**src/rtl/rpn_pkg.sv**
```systemverilog
// Shared encodings for the RPN calculator execute stage: instruction fields,
// error codes and the execute FSM states.
package rpn_pkg;

    typedef enum logic [1:0] {
        CLS_PUSH  = 2'b00,
        CLS_ALU   = 2'b01,
        CLS_STACK = 2'b10,
        CLS_NOP   = 2'b11
    } instr_class_e;

    typedef enum logic [2:0] {
        ALU_ADD = 3'b000,
        ALU_SUB = 3'b001,
        ALU_MUL = 3'b010,
        ALU_AND = 3'b011,
        ALU_OR  = 3'b100,
        ALU_XOR = 3'b101,
        ALU_NOT = 3'b110,
        ALU_ILL = 3'b111
    } alu_func_e;

    typedef enum logic [1:0] {
        STK_DUP   = 2'b00,
        STK_DROP  = 2'b01,
        STK_SWAP  = 2'b10,
        STK_CLEAR = 2'b11
    } stack_func_e;

    typedef enum logic [1:0] {
        ERR_NONE      = 2'b00,
        ERR_OVERFLOW  = 2'b01,
        ERR_UNDERFLOW = 2'b10,
        ERR_ILLEGAL   = 2'b11
    } err_code_e;

    typedef enum logic {
        ST_IDLE = 1'b0,
        ST_EXEC = 1'b1
    } state_e;

    function automatic logic alu_is_unary(input logic [2:0] func);
        return alu_func_e'(func) == ALU_NOT;
    endfunction

endpackage

```
**src/rtl/rpn_alu.sv**
```systemverilog
// Combinational ALU for the RPN execute stage: a is the second-from-top
// operand, b is the top; NOT acts on b alone.
module rpn_alu
    import rpn_pkg::*;
#(
    parameter int DATA_W = 8
) (
    input  logic [DATA_W-1:0] a,
    input  logic [DATA_W-1:0] b,
    input  logic [2:0]        func,
    output logic [DATA_W-1:0] y,
    output logic              illegal
);

    always_comb begin
        y       = '0;
        illegal = 1'b0;
        case (alu_func_e'(func))
            ALU_ADD: y = a + b;
            ALU_SUB: y = a - b;
            ALU_MUL: y = a * b;
            ALU_AND: y = a & b;
            ALU_OR:  y = a | b;
            ALU_XOR: y = a ^ b;
            ALU_NOT: y = ~b;
            default: illegal = 1'b1;
        endcase
    end

endmodule

```
**src/rtl/rpn_stack_exec.sv**
```systemverilog
// RPN calculator execute stage: accepts one instruction per handshake and
// applies push/ALU/stack operations to a register-based operand LIFO.
module rpn_stack_exec
    import rpn_pkg::*;
#(
    parameter int  DATA_W = 8,
    parameter int  DEPTH  = 8,
    localparam int CNT_W  = $clog2(DEPTH + 1)
) (
    input  logic              CLOCK_50,
    input  logic              reset,
    input  logic [9:0]        instr,
    input  logic              instr_valid,
    output logic              instr_ready,
    input  logic              err_clr,
    output logic [DATA_W-1:0] top_data,
    output logic [DATA_W-1:0] next_data,
    output logic [CNT_W-1:0]  depth,
    output logic              empty,
    output logic              full,
    output logic              done,
    output logic              err,
    output logic [1:0]        err_code
);

    localparam int IDX_W = (DEPTH > 1) ? $clog2(DEPTH) : 1;
    localparam logic [CNT_W-1:0] FULL_CNT = CNT_W'(DEPTH);
    localparam logic [CNT_W-1:0] ONE      = CNT_W'(1);
    localparam logic [CNT_W-1:0] TWO      = CNT_W'(2);

    state_e            state_q, state_d;
    logic [9:0]        instr_q, instr_d;
    logic [CNT_W-1:0]  sp_q, sp_d;
    logic [DATA_W-1:0] stack_q [DEPTH];
    logic [DATA_W-1:0] stack_d [DEPTH];
    logic              err_q, err_d;
    err_code_e         err_code_q, err_code_d;

    logic [IDX_W-1:0]  top_idx, next_idx, push_idx;
    logic [DATA_W-1:0] top_val, next_val;
    logic [DATA_W-1:0] alu_y;
    logic              alu_illegal;
    err_code_e         new_err;

    // Indices are truncated to the array range; they are only used when the
    // depth guard for the operation holds.
    assign top_idx  = IDX_W'(sp_q - ONE);
    assign next_idx = IDX_W'(sp_q - TWO);
    assign push_idx = IDX_W'(sp_q);
    assign top_val  = stack_q[top_idx];
    assign next_val = stack_q[next_idx];

    rpn_alu #(
        .DATA_W (DATA_W)
    ) u_alu (
        .a       (next_val),
        .b       (top_val),
        .func    (instr_q[2:0]),
        .y       (alu_y),
        .illegal (alu_illegal)
    );

    always_comb begin
        state_d = state_q;
        instr_d = instr_q;
        case (state_q)
            ST_IDLE: begin
                if (instr_valid) begin
                    state_d = ST_EXEC;
                    instr_d = instr;
                end
            end
            ST_EXEC: state_d = ST_IDLE;
            default: state_d = ST_IDLE;
        endcase
    end

    always_comb begin
        sp_d    = sp_q;
        stack_d = stack_q;
        new_err = ERR_NONE;
        if (state_q == ST_EXEC) begin
            case (instr_class_e'(instr_q[9:8]))
                CLS_PUSH: begin
                    if (sp_q == FULL_CNT) begin
                        new_err = ERR_OVERFLOW;
                    end else begin
                        stack_d[push_idx] = DATA_W'(instr_q[7:0]);
                        sp_d              = sp_q + ONE;
                    end
                end
                CLS_ALU: begin
                    if (alu_illegal) begin
                        new_err = ERR_ILLEGAL;
                    end else if (alu_is_unary(instr_q[2:0])) begin
                        if (sp_q == '0) new_err = ERR_UNDERFLOW;
                        else            stack_d[top_idx] = alu_y;
                    end else if (sp_q < TWO) begin
                        new_err = ERR_UNDERFLOW;
                    end else begin
                        stack_d[next_idx] = alu_y;
                        sp_d              = sp_q - ONE;
                    end
                end
                CLS_STACK: begin
                    case (stack_func_e'(instr_q[1:0]))
                        STK_DUP: begin
                            if (sp_q == '0) begin
                                new_err = ERR_UNDERFLOW;
                            end else if (sp_q == FULL_CNT) begin
                                new_err = ERR_OVERFLOW;
                            end else begin
                                stack_d[push_idx] = top_val;
                                sp_d              = sp_q + ONE;
                            end
                        end
                        STK_DROP: begin
                            if (sp_q == '0) new_err = ERR_UNDERFLOW;
                            else            sp_d = sp_q - ONE;
                        end
                        STK_SWAP: begin
                            if (sp_q < TWO) begin
                                new_err = ERR_UNDERFLOW;
                            end else begin
                                stack_d[top_idx]  = next_val;
                                stack_d[next_idx] = top_val;
                            end
                        end
                        default: sp_d = '0;
                    endcase
                end
                default: ;
            endcase
        end
    end

    // A coincident clear releases the held code so a new error is recorded.
    always_comb begin
        err_d      = err_q;
        err_code_d = err_code_q;
        if (new_err != ERR_NONE) begin
            err_d = 1'b1;
            if (!err_q || err_clr) err_code_d = new_err;
        end else if (err_clr) begin
            err_d      = 1'b0;
            err_code_d = ERR_NONE;
        end
    end

    always_ff @(posedge CLOCK_50 or posedge reset) begin
        if (reset) begin
            state_q    <= ST_IDLE;
            instr_q    <= '0;
            sp_q       <= '0;
            err_q      <= 1'b0;
            err_code_q <= ERR_NONE;
            for (int unsigned i = 0; i < DEPTH; i++) begin
                stack_q[i] <= '0;
            end
        end else begin
            state_q    <= state_d;
            instr_q    <= instr_d;
            sp_q       <= sp_d;
            err_q      <= err_d;
            err_code_q <= err_code_d;
            stack_q    <= stack_d;
        end
    end

    assign instr_ready = (state_q == ST_IDLE);
    assign done        = (state_q == ST_EXEC);
    assign top_data    = (sp_q >= ONE) ? top_val : '0;
    assign next_data   = (sp_q >= TWO) ? next_val : '0;
    assign depth       = sp_q;
    assign empty       = (sp_q == '0);
    assign full        = (sp_q == FULL_CNT);
    assign err         = err_q;
    assign err_code    = err_code_q;

endmodule
```
**config.mk**
```make
export PLATFORM = sky130hd
export DESIGN_NAME = rpn_stack_exec
export DESIGN_NICKNAME = d
export VERILOG_FILES = /design/src/rtl/rpn_pkg.sv /design/src/rtl/rpn_alu.sv /design/src/rtl/rpn_stack_exec.sv
export SDC_FILE = /design/constraint.sdc
export NUM_CORES = 1
export LEC_CHECK = 0
export CELL_PAD_IN_SITES_DETAIL_PLACEMENT = 1
export CELL_PAD_IN_SITES_GLOBAL_PLACEMENT = 2
export CORE_MARGIN = 8
export CORE_UTILIZATION = 42
export DETAILED_ROUTE_END_ITERATION = 12
export PLACE_DENSITY = 0.95
export SETUP_SLACK_MARGIN = 0.5
export SKIP_CTS_REPAIR_TIMING = 1
export SYNTH_ARGS = -nofsm -noshare
export SYNTH_HDL_FRONTEND = slang
export SYNTH_HIERARCHICAL = 1
export SYNTH_SLANG_ARGS = --single-unit
export TNS_END_PERCENT = 1
```
**constraint.sdc**
```tcl
create_clock -name CLOCK_50 -period 13.7 [get_ports CLOCK_50]
set_input_delay 1.37 -clock CLOCK_50 [delete_from_list [all_inputs] [get_ports CLOCK_50]]
set_output_delay 1.37 -clock CLOCK_50 [all_outputs]
set_load 0.01 [all_outputs]
```
==> run_results.csv, run 1 <==
group,metric,value,unit
run_status,status,"finished, violations left",
run_status,violations,"max-capacitance violations",
routing,wire_per_inst,33.08,µm
cts,cts_max_path_buffers,2,
placed_design,dp_hpwl,38080,µm
timing,slew_headroom,1.685,%
timing,setup_tns,0,ns
routing,wl,56460,µm
setup_path,end_kind,"flip-flop",
setup_path,path_max_fanout,29,
setup_path,crit_arrival,8.55,ns
timing,min_period,8.300,ns
synthesis,syn_area_per_cell,8.019,µm²
timing,maxSlewViolCount,0,
routing,dr.pass1.iters,6,
timing,finalHoldViolCount,0,
die,dieArea,31780,µm²
die,core_area,25980,µm²
cts,clock_latency,0.37,ns
setup_path,start_kind,"flip-flop",
timing,max_freq,120.5,MHz
cts,cts_inserted_buffers,9,
layout,antenna-diode-count,0,
timing,rsz0062_at_grt,"false",
flow_run,max_cap_viol_count,1,
synthesis,syn_area,11060,µm²
synthesis,yosys_warnings,6,
routing,drtIter0Drc,1822,
grt,grt_pass1_wl,83410,µm
layout,nets,1447,
placed_design,gp_congestion,1.014,
routing,drc,0,
layout,layout-drive-gt1-share,14.94,%
routing,ant_nets,0,
grt,grt_usage,35.19,%
cts,cts_tree,"done",
synthesis,synth_seq_cells,82,
cts,cts.sinks,82,
synthesis,ys_types,92,
die,start_util,42.56,%
grt,grt_max_degree,62,
synthesis,ys_seq_area_share,18.56,%
timing,setup_viol,0,
placed_design,port_buffers,40,
timing,skew,0.009552,ns
grt,grt_overflow,0,
die,fp-row-count,59,
routing,vias_per_cell,7.493,
setup_path,required,13.95,ns
min_path,hp-class,"flip-flop to flip-flop",
synthesis,synthesis.nets,1459,
setup_path,criticalPathCategory,"flip-flop to flip-flop",
synthesis,ys.flop_type,"dfrtp_1",
grt,grt_pass1_vias,12898,
synthesis,syn_inst,1379,
die,dieWidth,178.3,µm
synthesis,synthArstFlopShare,100.0,%
grt,antenna_found_initial,1,
cts,clk_transition_reported_paths,0.08,ns
layout,n_fill_cell,3174,
die,pin_count,41,
synthesis,synth_enable_flop_cells,0,
timing,timing.final.crit_share,60.58,%
timing,worstMarginPinSlew,1.471,ns
routing,via_count,12790,
cts,cts_root_buffer,"clkbuf_16",
die,die_h,178.3,µm
cts,htreeDepth,3,
layout,area_growth_syn_to_layout,9.289,%
[cell usage in the layout (no fill, tap or decap), drive strengths merged, types with 9 or more instances in the layout]
| master | synthesis | final |
|---|---|---|
| o2bb2ai | 10 | 10 |
| nor2 | 177 | 177 |
| clkdlybuf4s50 | 0 | 40 |
| a221oi | 41 | 41 |
| a31oi | 27 | 27 |
| nand2 | 86 | 86 |
| mux2i | 56 | 56 |
| o21ai | 84 | 84 |
| o22ai | 23 | 23 |
| inv | 77 | 79 |
| a211oi | 20 | 20 |
| nand2b | 17 | 17 |
| clkbuf | 68 | 9 |
| ha | 53 | 53 |
| a21oi | 79 | 79 |
| nor2b | 23 | 23 |
| nor4 | 15 | 15 |
| dfrtp | 82 | 82 |
| xnor2 | 23 | 23 |
| mux2 | 58 | 58 |
| nor3 | 44 | 44 |
| nand3 | 20 | 20 |
| o2111ai | 9 | 9 |
| buf | 46 | 51 |
| fa | 13 | 13 |
| o221ai | 25 | 25 |
| a221o | 19 | 19 |
| o221a | 16 | 16 |
| mux4 | 20 | 20 |
[cell usage after synthesis, types with 13 or more instances]
master	n	area share (%)
nor2_1	176	6.0
nand2_1	86	2.9
dfrtp_1	82	19
a21oi_1	79	3.6
inv_1	76	2.6
o21ai_0	74	3.3
clkbuf_1	68	2.3
mux2_2	58	5.9
mux2i_1	56	5.1
ha_1	53	6.0
nor3_1	40	1.8
a221oi_1	36	2.9
a31oi_1	27	1.5
buf_2	26	1.2
o221ai_1	25	2.0
nor2b_1	23	1.3
o22ai_1	22	1.2
xnor2_1	22	1.7
nand3_1	20	0.91
a211oi_1	19	1.3
a221o_1	19	1.7
mux4_2	18	3.7
nand2b_1	17	0.96
o221a_2	16	1.6
fa_1	13	2.4
[metal layers]
layer / vias up / global-route usage [%] / routed length (µm)
li1: 5196 / - / -
met1: 6253 / 44.55 / 20870
met2: 1051 / 52.08 / 23760
met3: 288 / 8.425 / 7036
met4: 2 / 24.53 / 4786
met5: - / 0 / 9
[final cells by class]
class | count | area, µm² | area share, %
inverters | 80 | 301.5 | 2.495
repair buffers | 91 | 783.3 | 6.481
clock inverters | 7 | 76.32 | 0.6315
clock buffers | 9 | 225.2 | 1.864
flip-flops and latches | 82 | 2053 | 16.99
well taps | 335 | 419.2 | 3.468
multi-input cells | 1103 | 8227 | 68.07
[cell families (layout without fill, tap and decap cells)]
logic type | Yosys count | in the layout | share of synthesized area (%)
AOI/OAI and AO/OA | 442 | 442 | 29.54
buffers and inverters | 194 | 187 | 7.388
and+or+nand+nor | 433 | 433 | 18.59
DFF | 82 | 82 | 18.56
xor gates and xnor gates | 28 | 28 | 2.455
adders and majority gates | 66 | 66 | 8.350
muxes | 134 | 134 | 15.12
[worst max-delay path, cell delays in order (launching register included)]
cell and delay [ns]:
dfrtp_2 0.55, inv_2 0.57, ha_1 0.55, buf_4 0.36
nor2_1 0.31, nand2_1 0.30, o22ai_1 0.30, or2_1 0.48
inv_1 0.28, inv_1 0.18, nor2_1 0.06, ha_1 0.21
fa_1 0.47, ha_1 0.30, inv_1 0.05, fa_1 0.53
inv_1 0.07, fa_1 0.45, xor2_1 0.16, nor2_1 0.05
a21oi_1 0.13, nor2_1 0.06, o2bb2ai_1 0.90, mux2_2 0.33
a211oi_1 0.10, nor4_1 0.39
[path summary, 6_finish.rpt]
check	slack, ns	cells after the start	startpoint	endpoint
min in group asynchronous	1.33	2	reset	instr_q[9]$_DFFE_PP0P_
worst max register to register	5.40	25	depth[0]$_DFFE_PP0P_	flip-flop
worst max-delay path	5.40	25	depth[0]$_DFFE_PP0P_	flip-flop
worst min-delay path	0.59	2	err$_DFFE_PP0P_	err$_DFFE_PP0P_
worst min register to register	0.59	2	err$_DFFE_PP0P_	err$_DFFE_PP0P_
max in group asynchronous	11.04	3	reset	asynchronous set/reset pin
[metrics by stage]
step	setup slack, ns	area, µm²	std cells	hold slack [ns]	utilization (%)
global placement	5.859	11780	1691	0.5503	45.35
detailed placement	5.674	11780	1691	0.5788	45.35
CTS	5.649	12090	1707	0.5967	46.51
global route	5.129	12090	1707	0.6166	46.51
finish	5.400	12090	1707	0.5904	46.51
floorplan	6.501	11060	1379	0.5195	-
Power of run 1 is not shown: default switching activity piles up to over one toggle a cycle in this logic, so the estimate is an artifact.
==> inputs of run 2 (changes only) <==
Settings changed: CORE_UTILIZATION 42 to 39, PLACE_DENSITY 0.95 to 0.91.
Clock period 13.7 ns to 7.7 ns, I/O delays scaled along.
==> run_results.csv, run 2 (same netlist as run 1, synthesis figures left out) <==
group,metric,value,unit
layout,n_fill_cell,3354,
cts,htreeDepth,3,
timing,skew,0.008866,ns
cts,cts_root_buffer,"clkbuf_16",
setup_path,end_kind,"flip-flop",
setup_path,path_max_fanout,9,
run_status,violations,"max-capacitance violations, max-slew violations",
setup_path,required,7.91,ns
setup_path,r2r-start,"depth[1]$_DFFE_PP0P_",
grt,grt_pass1_vias,12852,
die,dieWidth,184.4,µm
cts,cts_max_path_buffers,2,
setup_path,crit_arrival,7.14,ns
routing,wire_per_inst,32.03,µm
layout,area_growth_syn_to_layout,11.47,%
layout,layout_common_cells,"nor2_1, nand2_1, dfrtp_1, a21oi_1, inv_1",
setup_path,path_depth,24,
layout,layout_commonest_cell,"nor2_1",
setup_path,crit_chain,"clkinvlp_4, ha_2, xor2_4, nor3_1, o32a_1, or2_4, inv_1, nand2_1, fa_1, fa_1, inv_1, fa_1, inv_1, fa_1, inv_1, ha_1, xor2_1, nor3_1, a221o_1, a31o_2, mux2_2, a2111oi_0, o31a_1, a211oi_1",
timing,timing.final.crit_share,89.89,%
routing,via_count,12898,
layout,ff_latch_area,2054,µm²
routing,drc,0,
setup_path,cpMaxStageDelayCell,"fa_1",
layout,multi_input_area,8260,µm²
grt,grt_overflow,0,
flow_run,max_cap_viol_count,1,
timing,slew_headroom,-1.163,%
die,pin_count,41,
setup_path,reg2reg_slack,0.78,ns
timing,setup_viol,0,
setup_path,r2r_cells,24,
die,core_area,27860,µm²
routing,dr.pass1.iters,7,
placed_design,gp_congestion,1.027,
cts,clock_latency,0.37,ns
routing,wl,56730,µm
grt,grt_usage,33.03,%
setup_path,critPathLaunch,"depth[1]$_DFFE_PP0P_",
layout,nets,1467,
placed_design,dp_hpwl,38430,µm
grt,grt_max_degree,71,
run_status,status,"finished, violations left",
routing,drtIter0Drc,1853,
timing,maxSlewViolCount,9,
timing,rsz0062_at_grt,"false",
routing,ant_nets,0,
timing,max_freq,144.5,MHz
min_path,worstHoldStart,"instr_q[2]$_DFFE_PP0P_",
setup_path,cp_slowest_stage_delay,0.55,ns
cts,cts_tree,"done",
cts,cts.sinks,82,
setup_path,criticalPathCategory,"flip-flop to flip-flop",
timing,setup_tns,0,ns
timing,worstMarginPinSlew,1.517,ns
min_path,hp-class,"flip-flop to flip-flop",
cts,cts_inserted_buffers,9,
layout,layout-drive-gt1-share,16.59,%
cts,clk_transition_reported_paths,0.08,ns
timing,finalHoldViolCount,0,
setup_path,crit_buf_inv,5,
routing,vias_per_cell,7.283,
grt,grt_pass1_wl,83880,µm
die,fp-row-count,61,
setup_path,start_kind,"flip-flop",
die,start_util,39.69,%
die,dieArea,34000,µm²
timing,min_period,6.922,ns
grt,antenna_found_initial,1,
setup_path,path_delay_family,"adder cells",
placed_design,port_buffers,40,
die,die_h,184.4,µm
-- run 2: worst register-to-register path: cells and delay by family, from the launching register on --
family / cells / cell delay [ns]
AOI/OAI and AO/OA: 6 / 1.73
xor gates and xnor gates: 2 / 0.51
adders and majority gates: 6 / 2.65
buffers and inverters: 5 / 0.57
DFF: 1 / 0.42
muxes: 1 / 0.28
and+or+nand+nor: 4 / 0.62
-- run 2: layout make-up --
cell class / instances / area share [%]
timing repair buffer: 111 / 7.633
sequential: 82 / 16.67
clock inverter: 6 / 0.4060
tap: 378 / 3.837
multi-input combinational: 1103 / 67.01
antenna: 1 / 0.02030
inverter: 80 / 2.487
clock buffer: 10 / 1.939
-- run 2: per-stage QoR --
| stage | hold slack, ns | util, % | instance area [µm²] | std cells | worst slack, ns |
|---|---|---|---|---|---|
| CTS | 0.5658 | 43.84 | 12210 | 1762 | 0.3631 |
| detailed placement | 0.5497 | 42.80 | 11920 | 1746 | 0.4051 |
| finish | 0.5673 | 44.25 | 12330 | 1771 | 0.7784 |
| global route | 0.5952 | 44.24 | 12320 | 1770 | 0.6295 |
| global placement | 0.5419 | 42.80 | 11920 | 1746 | 0.6049 |
| floorplan | 0.5195 | - | 11060 | 1379 | 0.5006 |
-- run 2: metal layers --
layer  routed length (µm)  global-route usage, %  up-vias
met5                   36                  1.036        -
met4                 4290                  22.36        2
met3                 7560                  9.923      267
met2                23800                  48.36     1038
met1                21050                  41.21     6357
li1                     -                      -     5234
-- run 2: worst min path at each step --
stage | to | slack [ns] | depth (start not counted)
6_report | instr_q[2]$_DFFE_PP0P_ | 0.57 | 1
5_1_grt | instr_q[2]$_DFFE_PP0P_ | 0.60 | 1
4_1_cts | instr_q[2]$_DFFE_PP0P_ | 0.57 | 1
3_5_place_dp | instr_q[2]$_DFFE_PP0P_ | 0.55 | 1
3_3_place_gp | instr_q[2]$_DFFE_PP0P_ | 0.54 | 1
2_1_floorplan | instr_q[7]$_DFFE_PP0P_ | 0.52 | 1
Power of run 2 is left out for the same reason.
==> inputs of run 3 (changes only) <==
Settings changed: MAX_ROUTING_LAYER set to met4.
==> run_results.csv, run 3 (same netlist as run 1, synthesis figures left out) <==
group,metric,value,unit
run_status,status,"finished, violations left",
run_status,violations,"max-capacitance violations",
grt,grt_usage,34.75,%
setup_path,start_kind,"flip-flop",
timing,hold-worst-slack,0.5667,ns
grt,antenna_found_initial,0,
timing,max_freq,143.5,MHz
die,pin_count,41,
flow_run,max_cap_viol_count,1,
cts,htreeDepth,3,
routing,dr.pass1.iters,8,
layout,area_growth_syn_to_layout,11.68,%
timing,skew,0.01273,ns
routing,drc,0,
timing,rsz0062_at_grt,"false",
setup_path,path_max_fanout,11,
grt,grt_use_met1,41.95,%
grt,grt_pass1_vias,12852,
layout,layout_commonest_cell,"nor2_1",
die,fp-row-count,61,
timing,slew_headroom,0.9368,%
placed_design,dp_hpwl,38600,µm
layout,antenna-diode-count,0,
die,die_h,184.4,µm
die,dieArea,34000,µm²
grt,grt_overflow,0,
routing,vias_per_cell,7.296,
timing,finalHoldViolCount,0,
routing,ant_nets,0,
routing,drtIter0Drc,1828,
cts,clk_transition_reported_paths,0.08,ns
setup_path,reg2reg_slack,0.73,ns
die,start_util,39.69,%
setup_path,required,7.92,ns
placed_design,post_dp_cell_area,11950,µm²
timing,maxSlewViolCount,0,
grt,grt_max_degree,54,
die,dieWidth,184.4,µm
setup_path,crit_arrival,7.19,ns
layout,layout-drive-gt1-share,16.87,%
layout,nets,1468,
timing,timing.final.crit_share,90.53,%
timing,setup_tns,0,ns
cts,clock_latency,0.37,ns
timing,setup_viol,0,
timing,worstMarginPinSlew,1.479,ns
min_path,hp-class,"flip-flop to flip-flop",
layout,final_area,12350,µm²
placed_design,port_buffers,40,
layout,layout_common_cells,"nor2_1, nand2_1, dfrtp_1, a21oi_1, inv_1",
routing,via_count,12921,
grt,use_met2,50.77,%
setup_path,criticalPathCategory,"flip-flop to flip-flop",
cts,cts_max_path_buffers,2,
timing,min_period,6.971,ns
cts,cts_inserted_buffers,9,
placed_design,gp_congestion,1.049,
grt,grt_pass1_wl,85570,µm
grt,globalRoute.busiestLayer,"met2",
setup_path,end_kind,"flip-flop",
grt,gr-usage-met3,10.12,%
routing,wire_per_inst,32.75,µm
routing,wl,58000,µm
cts,cts.sinks,82,
cts,cts_root_buffer,"clkbuf_16",
cts,cts_tree,"done",
die,core_area,27860,µm²
-- run 3: worst max-delay path, cell delays in order (launching register included) --
cell and delay, ns:
dfrtp_1 0.40, clkinvlp_4 0.29, ha_2 0.35, xor2_4 0.30, buf_4 0.21, o31ai_1 0.07
o32a_1 0.20, or2_4 0.33, inv_1 0.25, nand2_1 0.12, fa_1 0.47, fa_1 0.56
inv_1 0.05, fa_1 0.47, inv_1 0.05, fa_1 0.53, inv_1 0.04, ha_1 0.32
xor2_1 0.17, nor3_1 0.07, a221o_1 0.28, a31o_2 0.31, mux2_2 0.29, a2111oi_0 0.44
o31a_1 0.20, a211oi_1 0.04
-- run 3: layout make-up --
cell class                      count  area (µm²)
Timing Repair Buffer              112       944.7
Fill cell                        3372       15510
Clock inverter                      6       50.05
Clock buffer                       10       239.0
Tap cell                          378       473.0
Multi-Input combinational cell   1103        8278
Sequential cell                    82        2054
Inverter                           80       310.3
-- run 3: final timing paths --
kind / start / end / cells after the start
min in group asynchronous: reset / instr_q[7]$_DFFE_PP0P_ / 2
min reg2reg: instr_q[2]$_DFFE_PP0P_ / instr_q[2]$_DFFE_PP0P_ / 1
max in group asynchronous: reset / asynchronous set/reset pin / 3
max: depth[1]$_DFFE_PP0P_ / flip-flop / 25
min: instr_q[2]$_DFFE_PP0P_ / instr_q[2]$_DFFE_PP0P_ / 1
max reg2reg: depth[1]$_DFFE_PP0P_ / flip-flop / 25
-- run 3: routing by layer --
layer,part of all wire [%],up-vias
met4,6.9,0
met5,0,-
li1,-,5241
met2,43,953
met3,12,263
met1,38,6464
-- run 3: through the flow --
step                setup slack (ns)  cells  utilization [%]
global route                  0.5363   1771            44.33
detailed placement            0.4474   1749            42.88
global placement              0.6125   1749            42.88
CTS                           0.3955   1765            43.92
finish                        0.7290   1771            44.33
floorplan                     0.5006   1379                -
Power of run 3 is left out for the same reason.
